**config.mk**
```make
export PLATFORM = sky130hd
export DESIGN_NAME = seg7_scan
export DESIGN_NICKNAME = d
export VERILOG_FILES = /design/src/rtl/seg7_scan.sv
export SDC_FILE = /design/constraint.sdc
export NUM_CORES = 1
export LEC_CHECK = 0
export ABC_AREA = 1
export ABC_CLOCK_PERIOD_IN_PS = 3000
export CAP_MARGIN = 30
export CELL_PAD_IN_SITES_DETAIL_PLACEMENT = 1
export CELL_PAD_IN_SITES_GLOBAL_PLACEMENT = 2
export CORE_ASPECT_RATIO = 1.1
export CORE_UTILIZATION = 30
export CTS_BUF_LIST = sky130_fd_sc_hd__clkbuf_8 sky130_fd_sc_hd__clkbuf_16
export CTS_CLUSTER_SIZE = 20
export DETAILED_ROUTE_END_ITERATION = 7
export PLACE_DENSITY_LB_ADDON = 0.1
export SYNTH_ARGS = -nofsm -noshare
export SYNTH_HDL_FRONTEND = slang
export SYNTH_SLANG_ARGS = --single-unit
```
**constraint.sdc**
```tcl
create_clock -name mclk -period 3 [get_ports mclk]
set_input_delay 0.9 -clock mclk [delete_from_list [all_inputs] [get_ports mclk]]
set_output_delay 0.9 -clock mclk [all_outputs]
set_load 0.005 [all_outputs]
```
**src/rtl/seg7_scan.sv**
```systemverilog
// Time-multiplexed 8-digit hex driver for a common-anode 7-segment display.
// A per-frame snapshot of the inputs keeps each frame free of tearing.
module seg7_scan #(
    parameter int SCAN_DIV = 100000
) (
    input  logic        mclk,
    input  logic        clr,
    input  logic [31:0] data,
    input  logic [7:0]  dp_mask,
    input  logic        blank_lz,
    output logic [7:0]  an,
    output logic [6:0]  seg,
    output logic        dp,
    output logic        frame_done
);

    localparam int PW = (SCAN_DIV > 1) ? $clog2(SCAN_DIV) : 1;
    localparam logic [PW-1:0] PRESC_MAX = PW'(SCAN_DIV - 1);

    logic [PW-1:0] presc_q, presc_d;
    logic [2:0]    idx_q, idx_d;
    logic [31:0]   data_snap_q, data_snap_d;
    logic [7:0]    dp_snap_q, dp_snap_d;
    logic          lz_snap_q, lz_snap_d;
    logic [7:0]    an_q, an_d;
    logic [6:0]    seg_q, seg_d;
    logic          dp_q, dp_d;
    logic          frame_done_q, frame_done_d;

    logic          tick, wrap, blank;
    logic [31:0]   src_data;
    logic [7:0]    src_mask;
    logic [3:0]    nib;
    logic [7:0]    zero_from;

    function automatic logic [6:0] hex_to_seg(input logic [3:0] n);
        logic [6:0] s;
        unique case (n)
            4'h0: s = 7'h40;
            4'h1: s = 7'h79;
            4'h2: s = 7'h24;
            4'h3: s = 7'h30;
            4'h4: s = 7'h19;
            4'h5: s = 7'h12;
            4'h6: s = 7'h02;
            4'h7: s = 7'h78;
            4'h8: s = 7'h00;
            4'h9: s = 7'h10;
            4'hA: s = 7'h08;
            4'hB: s = 7'h03;
            4'hC: s = 7'h46;
            4'hD: s = 7'h21;
            4'hE: s = 7'h06;
            default: s = 7'h0E;
        endcase
        return s;
    endfunction

    // zero_from[k]: snapshot nibbles k..7 are all zero
    generate
        for (genvar gi = 0; gi < 8; gi++) begin : g_zero
            assign zero_from[gi] = (data_snap_q[31:4*gi] == '0);
        end
    endgenerate

    always_comb begin
        tick         = (presc_q == PRESC_MAX);
        wrap         = tick && (idx_q == 3'd7);
        presc_d      = tick ? '0 : presc_q + 1'b1;
        idx_d        = tick ? idx_q + 3'd1 : idx_q;
        data_snap_d  = data_snap_q;
        dp_snap_d    = dp_snap_q;
        lz_snap_d    = lz_snap_q;
        an_d         = an_q;
        seg_d        = seg_q;
        dp_d         = dp_q;
        frame_done_d = wrap;
        src_data     = wrap ? data : data_snap_q;
        src_mask     = wrap ? dp_mask : dp_snap_q;
        nib          = src_data[{idx_d, 2'b00} +: 4];
        // Digit 0 only ever appears on a wrap and is never blanked
        blank        = !wrap && lz_snap_q && zero_from[idx_d];

        if (wrap) begin
            data_snap_d = data;
            dp_snap_d   = dp_mask;
            lz_snap_d   = blank_lz;
        end

        if (tick) begin
            if (blank) begin
                an_d  = 8'hFF;
                seg_d = 7'h7F;
                dp_d  = 1'b1;
            end else begin
                an_d  = ~(8'b1 << idx_d);
                seg_d = hex_to_seg(nib);
                dp_d  = ~src_mask[idx_d];
            end
        end
    end

    always_ff @(posedge mclk) begin
        if (!clr) begin
            presc_q      <= '0;
            idx_q        <= 3'd7;
            data_snap_q  <= '0;
            dp_snap_q    <= '0;
            lz_snap_q    <= 1'b0;
            an_q         <= 8'hFF;
            seg_q        <= 7'h7F;
            dp_q         <= 1'b1;
            frame_done_q <= 1'b0;
        end else begin
            presc_q      <= presc_d;
            idx_q        <= idx_d;
            data_snap_q  <= data_snap_d;
            dp_snap_q    <= dp_snap_d;
            lz_snap_q    <= lz_snap_d;
            an_q         <= an_d;
            seg_q        <= seg_d;
            dp_q         <= dp_d;
            frame_done_q <= frame_done_d;
        end
    end

    assign an         = an_q;
    assign seg        = seg_q;
    assign dp         = dp_q;
    assign frame_done = frame_done_q;

endmodule

```
==> impl_metrics.yaml, run 1 <==
routing:
  route.antenna.remaining_nets: 0
  drt-vias-per-instance: 4.68
  drc: 0
  wire_per_inst_um: 15.2
  drt_first_iter_violations: 137
  detail_route.wirelength_um: 13500
  detail_route.first_pass.iterations: 4
  route.vias.total: 4172
logic_synthesis:
  synth.lib_cells_used.distinct: 42
  mappedNetlistArea_sq_um: 4270
  ys.warnings.count: 0
  synth_edf_count: 0
  synthesis.nets: 674
  yosysSeqAreaShare_pct: 36.5
  share_of_flip_flops_with_an_asynchronous_set_or_reset_after_synthesis_pct: 0
  most_used_dff_post_synth: "sky130_fd_sc_hd__dfxtp_1"
  synth_register_bits: 78
  synthCells: 622
  syn_area_per_cell_sq_um: 6.87
timing:
  clock.fmax_mhz: 360
  timing.final.crit_period_ps: 2780
  max-slew-margin-rel_pct: 66.8
  tightestPinTransition_ps: 493
  post-route-period-util_pct: 92.6
  skew_ps: 8.22
  slew_viol_final: 0
  final-hold-violation-count: 0
  setup-violations-final: 0
setup_path:
  r2r_worst_path_depth: 18
  cp-start-kind: "flip-flop"
  worst-setup-path-type: "reg -> reg"
  cp.required_ps: 3250
  critical_path.max_fanout: 52
  end_kind: "flip-flop"
  worstPathArrival_ps: 3030
clocking:
  cts.clk_slew.worst_paths_ps: 60
  cts_buffer_depth: 2
  clkLatencyLatePin_ps: 350
  cts_tree: "done"
  cts.htree.levels: 3
  clk_root_buffer_cell: "sky130_fd_sc_hd__clkbuf_16"
  clock_buffers_created_by_tritoncts: 9
  cts_sinks: 78
floorplanning:
  die_h_um: 127
  io-pin-count: 60
  floorplan.initialDensity_pct: 30.8
  floorplan.die.width_um: 116
  die-area_sq_um: 14700
  row_count: 45
  design.core.area_sq_um: 13900
grt:
  grt_overflow: 0
  global_route.usage.total_pct: 19.9
  grt_pass1_vias: 4265
  grt_max_degree: 53
  wire_length_of_the_first_global_routing_pass_um: 22000
  antenna_found_initial: 0
pwr:
  power_density_nw_per_um2: 420
  irDropWorstVdd_mv: 0.233
  p_leak_nw: 2.44
worst_hold_path:
  min_delay_path_depth: 1
  hold_path.class: "reg -> reg"
layout:
  fin_nets: 750
  post-route-util_pct: 39.9
  fillcell_total: 1757
  mostFrequentLayoutCell: "sky130_fd_sc_hd__nand2_1"
  final_layout_size_suffix_gt1_share_pct: 14.5
  layout_common_cells: "sky130_fd_sc_hd__nand2_1 (130), sky130_fd_sc_hd__nor2_1 (116), sky130_fd_sc_hd__inv_1 (86)"
  layout-area-overhead-vs-synth_pct: 29.5
  postLayoutCellArea_sq_um: 5530
  final_antenna_diode_count: 0
placement:
  gp_routability_congestion: 0.843
  buffers_added_on_ports: 59
  placed_cell_area_sq_um: 5130
  place_hpwl_um: 10500
run:
  cap_violations: 0
run_status:
  status: "completed"
[worst max-delay path, stage by stage (launching register included)]
cell                      delay [ps]
sky130_fd_sc_hd__dfxtp_1         350
sky130_fd_sc_hd__ha_2            230
sky130_fd_sc_hd__nand3_4         130
sky130_fd_sc_hd__nor2_4          190
sky130_fd_sc_hd__nand4_4         120
sky130_fd_sc_hd__buf_12          200
sky130_fd_sc_hd__o21ai_2         180
sky130_fd_sc_hd__nor2_1           60
sky130_fd_sc_hd__nor2_1          190
sky130_fd_sc_hd__nand3_1         120
sky130_fd_sc_hd__nand2_2         130
sky130_fd_sc_hd__inv_1            90
sky130_fd_sc_hd__ha_1            210
sky130_fd_sc_hd__nand3_1         140
sky130_fd_sc_hd__nand2_1          80
sky130_fd_sc_hd__nand2_1          50
sky130_fd_sc_hd__nand3_1          70
sky130_fd_sc_hd__nand2_1          80
sky130_fd_sc_hd__inv_1            40
[synth_stat cells (3+ instances only)]
master,count,area [sq um]
sky130_fd_sc_hd__or2_2,3,18.8
sky130_fd_sc_hd__and3_1,4,25.0
sky130_fd_sc_hd__dfxtp_1,78,1560
sky130_fd_sc_hd__inv_2,8,30.0
sky130_fd_sc_hd__nand4_1,22,138
sky130_fd_sc_hd__o21ai_1,15,75.1
sky130_fd_sc_hd__ha_1,9,113
sky130_fd_sc_hd__nand3_1,31,155
sky130_fd_sc_hd__nor3_1,4,20.0
sky130_fd_sc_hd__o21ai_0,7,35.0
sky130_fd_sc_hd__nand2_1,130,488
sky130_fd_sc_hd__nor2_4,5,56.3
sky130_fd_sc_hd__nor2_1,116,435
sky130_fd_sc_hd__a31oi_1,9,56.3
sky130_fd_sc_hd__inv_1,84,315
sky130_fd_sc_hd__nand3_2,4,40.0
sky130_fd_sc_hd__buf_6,5,56.3
sky130_fd_sc_hd__a21oi_1,17,85.1
sky130_fd_sc_hd__nor4_1,7,43.8
sky130_fd_sc_hd__nand2_4,8,90.1
sky130_fd_sc_hd__nor3b_1,3,22.5
sky130_fd_sc_hd__nand2_2,12,75.1
sky130_fd_sc_hd__clkbuf_1,8,30.0
sky130_fd_sc_hd__nor2_2,6,37.5
[path summary, 6_finish.rpt]
path	start	to	slack, ps
max	presc_q[1]	seg[3]	220
min reg2reg	presc_q[0]	presc_q[0]	440
min	presc_q[0]	presc_q[0]	440
max reg2reg	presc_q[1]	seg[3]	220
[state kept, by name, indices dropped and copies added, names as in the netlist]
signal / count
an: 8
data_snap_q: 32
dp: 1
dp_snap_q: 8
frame_done: 1
idx_q: 3
lz_snap_q: 1
presc_q: 17
seg: 7
[logic make-up after synthesis]
logic type,count (synthesis),synth area share (%)
mux,2,0.469
xor+xnor,3,0.615
simple gates,361,40.5
fa+ha+maj,9,2.64
flops,78,36.5
buf+inv,110,11.0
compound gates,59,8.23
[power by group]
part	total (mW)	switching (mW)	internal [mW]	leakage (nW)
logic	0.0932	0.0362	0.0570	1.65
registers	1.04	0.00384	1.04	0.630
clock network	1.19	0.445	0.743	0.165
[routing by layer]
| metal | track usage [%] | up-vias | routed length [um] |
|---|---|---|---|
| met5 | 0 | - | 0 |
| met4 | 8.82 | 0 | 342 |
| met3 | 2.61 | 21 | 234 |
| met2 | 33.7 | 48 | 6590 |
| met1 | 25.0 | 1975 | 6360 |
| li1 | - | 2128 | - |
[stage by stage]
| step | hold slack, ps | instances | setup TNS [ps] | total power [mW] | worst slack, ps |
|---|---|---|---|---|---|
| detailed placement | 464 | 870 | 0 | 1.16 | 96.4 |
| global route | 469 | 891 | -29.8 | 2.41 | -29.8 |
| finish | 440 | 891 | 0 | 2.32 | 222 |
| global placement | 442 | 870 | 0 | 1.16 | 140 |
| CTS | 478 | 886 | 0 | 2.37 | 77.2 |
| floorplan | 430 | 622 | 0 | 1.09 | 564 |
[layout make-up]
type	instances	area [sq um]	area share (%)
clock buffer	10	239	4.32
clock inverter	6	77.6	1.40
inverter	92	345	6.24
multi-input combinational	434	2290	41.4
sequential	78	1560	28.3
tap	188	235	4.25
timing repair buffer	83	783	14.2
[timing repair]
action / 4_1_cts / 5_1_grt
buffers inserted: 0 / 5
endpoints found under the setup margin: 0 / 5
hold buffers: 0 / 0
gates resized for setup: 0 / 13
Note: power is estimated with default switching activity, not from simulation.
==> run 2: changes to the inputs <==
Settings changed: CORE_UTILIZATION 30 to 25, PLACE_DENSITY from default to 0.76, PLACE_DENSITY_LB_ADDON 0.1 to default, SLEW_MARGIN from default to 20.
==> run 2 against run 1 <==
Effect of this change: via count down 0.81%; worst hold slack better by 13 ps; maximum frequency up 3.1%; critical endpoint is now seg[0].
==> impl_metrics.yaml, run 2 (same netlist as run 1, synthesis figures left out) <==
setup_path:
  cp-start-kind: "flip-flop"
  worst-setup-path-type: "reg -> reg"
  crit_path_frequent_cell: "sky130_fd_sc_hd__nor2_1"
  critical_path.max_fanout: 42
  cpPeakStageDelay_ps: 360
  crit_path_top_delay_cell: "sky130_fd_sc_hd__dfxtp_1"
  crit_path_cell_trace: "ha_2 -> nand3_4 -> nor2_4 -> nand4_4 -> buf_12 -> o21ai_1 -> nor2_1 -> nor2_1 -> nand3_1 -> nand2_2 -> inv_2 -> ha_1 -> inv_1 -> nand2_2 -> nand2_1 -> nor2_1 -> nor2_1 -> nor2_1"
  worstPathArrival_ps: 2940
  end_kind: "flip-flop"
  cp.required_ps: 3240
grt:
  grtUsageMet3_pct: 2.97
  global_route.usage.total_pct: 16.5
  grt_max_degree: 43
  grt_pass1_vias: 4356
  global_route.usage.met2_pct: 29.4
  antenna_found_initial: 0
  grt_overflow: 0
  wire_length_of_the_first_global_routing_pass_um: 22400
  grt_busiest_layer: "met2"
  grt_use_met1_pct: 19.7
layout:
  max_ffs_per_register: 32
  fin_nets: 744
  final_layout_size_suffix_gt1_share_pct: 13.2
  mostFrequentLayoutCell: "sky130_fd_sc_hd__nand2_1"
  stdcell_count: 900
  layout-area-overhead-vs-synth_pct: 28.6
  largest_registers: "data_snap_q: 32 flops, presc_q: 17 flops"
  register_with_the_highest_flop_count: "data_snap_q"
  fillcell_total: 2103
  layout_common_cells: "sky130_fd_sc_hd__nand2_1 (129), sky130_fd_sc_hd__nor2_1 (116), sky130_fd_sc_hd__inv_1 (83)"
  final_antenna_diode_count: 0
timing:
  timing.final.crit_period_ps: 2690
  clock.fmax_mhz: 371
  tns_ps: 0
  tightestPinTransition_ps: 514
  post-route-period-util_pct: 89.8
  rsz0062_at_grt: "no"
  setup-violations-final: 0
  max-slew-margin-rel_pct: 65.6
  skew_ps: 6.93
  final-hold-violation-count: 0
  slew_viol_final: 0
floorplanning:
  floorplan.initialDensity_pct: 25.8
  die-area_sq_um: 17600
  io-pin-count: 60
  die_h_um: 139
  row_count: 49
  design.core.area_sq_um: 16600
  floorplan.die.width_um: 127
clocking:
  cts_buffer_depth: 2
  cts_sinks: 78
  clock_buffers_created_by_tritoncts: 9
  cts_tree: "done"
  holdBufCountCts: 0
  cts.clk_slew.worst_paths_ps: 60
  clk_root_buffer_cell: "sky130_fd_sc_hd__clkbuf_16"
  clkLatencyLatePin_ps: 350
  cts.htree.levels: 3
routing:
  detail_route.wirelength_um: 13600
  drt-vias-per-instance: 4.60
  drt_first_iter_violations: 152
  detail_route.first_pass.iterations: 4
  wire_per_inst_um: 15.1
  route.vias.total: 4138
  route.antenna.remaining_nets: 0
  drc: 0
placement:
  place_hpwl_um: 10500
  gp_routability_congestion: 0.832
  buffers_added_on_ports: 59
  post-place-cells: 885
pwr:
  p_leak_nw: 2.41
  power_density_nw_per_um2: 439
  irDropWorstVdd_mv: 0.254
run_status:
  status: "completed"
run:
  cap_violations: 0
worst_hold_path:
  hold_path.class: "reg -> reg"
run 2: cell types whose count changed in the layout (fill, tap and decap cells not counted), moves of 2 or more:
| cell | before | now |
|---|---|---|
| sky130_fd_sc_hd__nand2_2 | 10 | 12 |
| sky130_fd_sc_hd__o21ai_2 | 8 | 1 |
| sky130_fd_sc_hd__o21ai_1 | 7 | 14 |
| sky130_fd_sc_hd__buf_4 | 23 | 17 |
| sky130_fd_sc_hd__inv_1 | 86 | 83 |
run 2: layer usage:
layer  up-vias  part of all wire, %
li1       2108                    -
met1      1973                   45
met2        46                   50
met3        11                  2.6
met4         0                  1.7
met5         -                    0
run 2: power breakdown:
group	total, mW	leakage [nW]	internal [mW]	switching, mW
combinational	0.0925	1.61	0.0570	0.0355
sequential	1.04	0.630	1.04	0.00403
clock	1.27	0.161	0.808	0.465
total	2.41	2.41	1.90	0.504
run 2: final timing paths:
kind              startpoint          to  slack, ps  cells after the start
setup / recovery  presc_q[1]      seg[0]        310                     18
hold / removal    presc_q[0]  presc_q[0]        450                      1
setup reg to reg  presc_q[1]      seg[0]        310                     18
hold reg to reg   presc_q[0]  presc_q[0]        450                      1
run 2: critical path, delay by kind of cell, from the launching register on:
kind | cells | cell delay (ps)
flops | 1 | 360
compound gates | 1 | 180
fa+ha+maj | 2 | 470
buf+inv | 3 | 360
simple gates | 12 | 1180
run 2: what timing repair did:
action,in CTS,in global routing
setup endpoints to repair,0,5
gates resized for setup,0,6
setup buffers,0,0
run 2: layout make-up:
cell class / count / area, sq um / share of cell area, %
multi-input combinational: 434 / 2250 / 41.0
sequential: 78 / 1560 / 28.5
timing repair buffer: 77 / 738 / 13.4
inverter: 92 / 345 / 6.29
tap: 204 / 255 / 4.65
clock buffer: 9 / 225 / 4.10
clock inverter: 6 / 111 / 2.03
run 2: per-stage QoR:
step	power, mW	hold WS (ps)	instance area (sq um)	setup slack [ps]	utilization (%)
5_1_grt	2.49	478	5490	32.4	33.2
2_1_floorplan	1.09	430	4270	564	-
6_report	2.41	453	5490	305	33.2
3_5_place_dp	1.16	474	5140	171	31.1
3_3_place_gp	1.16	441	5140	220	31.1
4_1_cts	2.45	484	5480	154	33.1
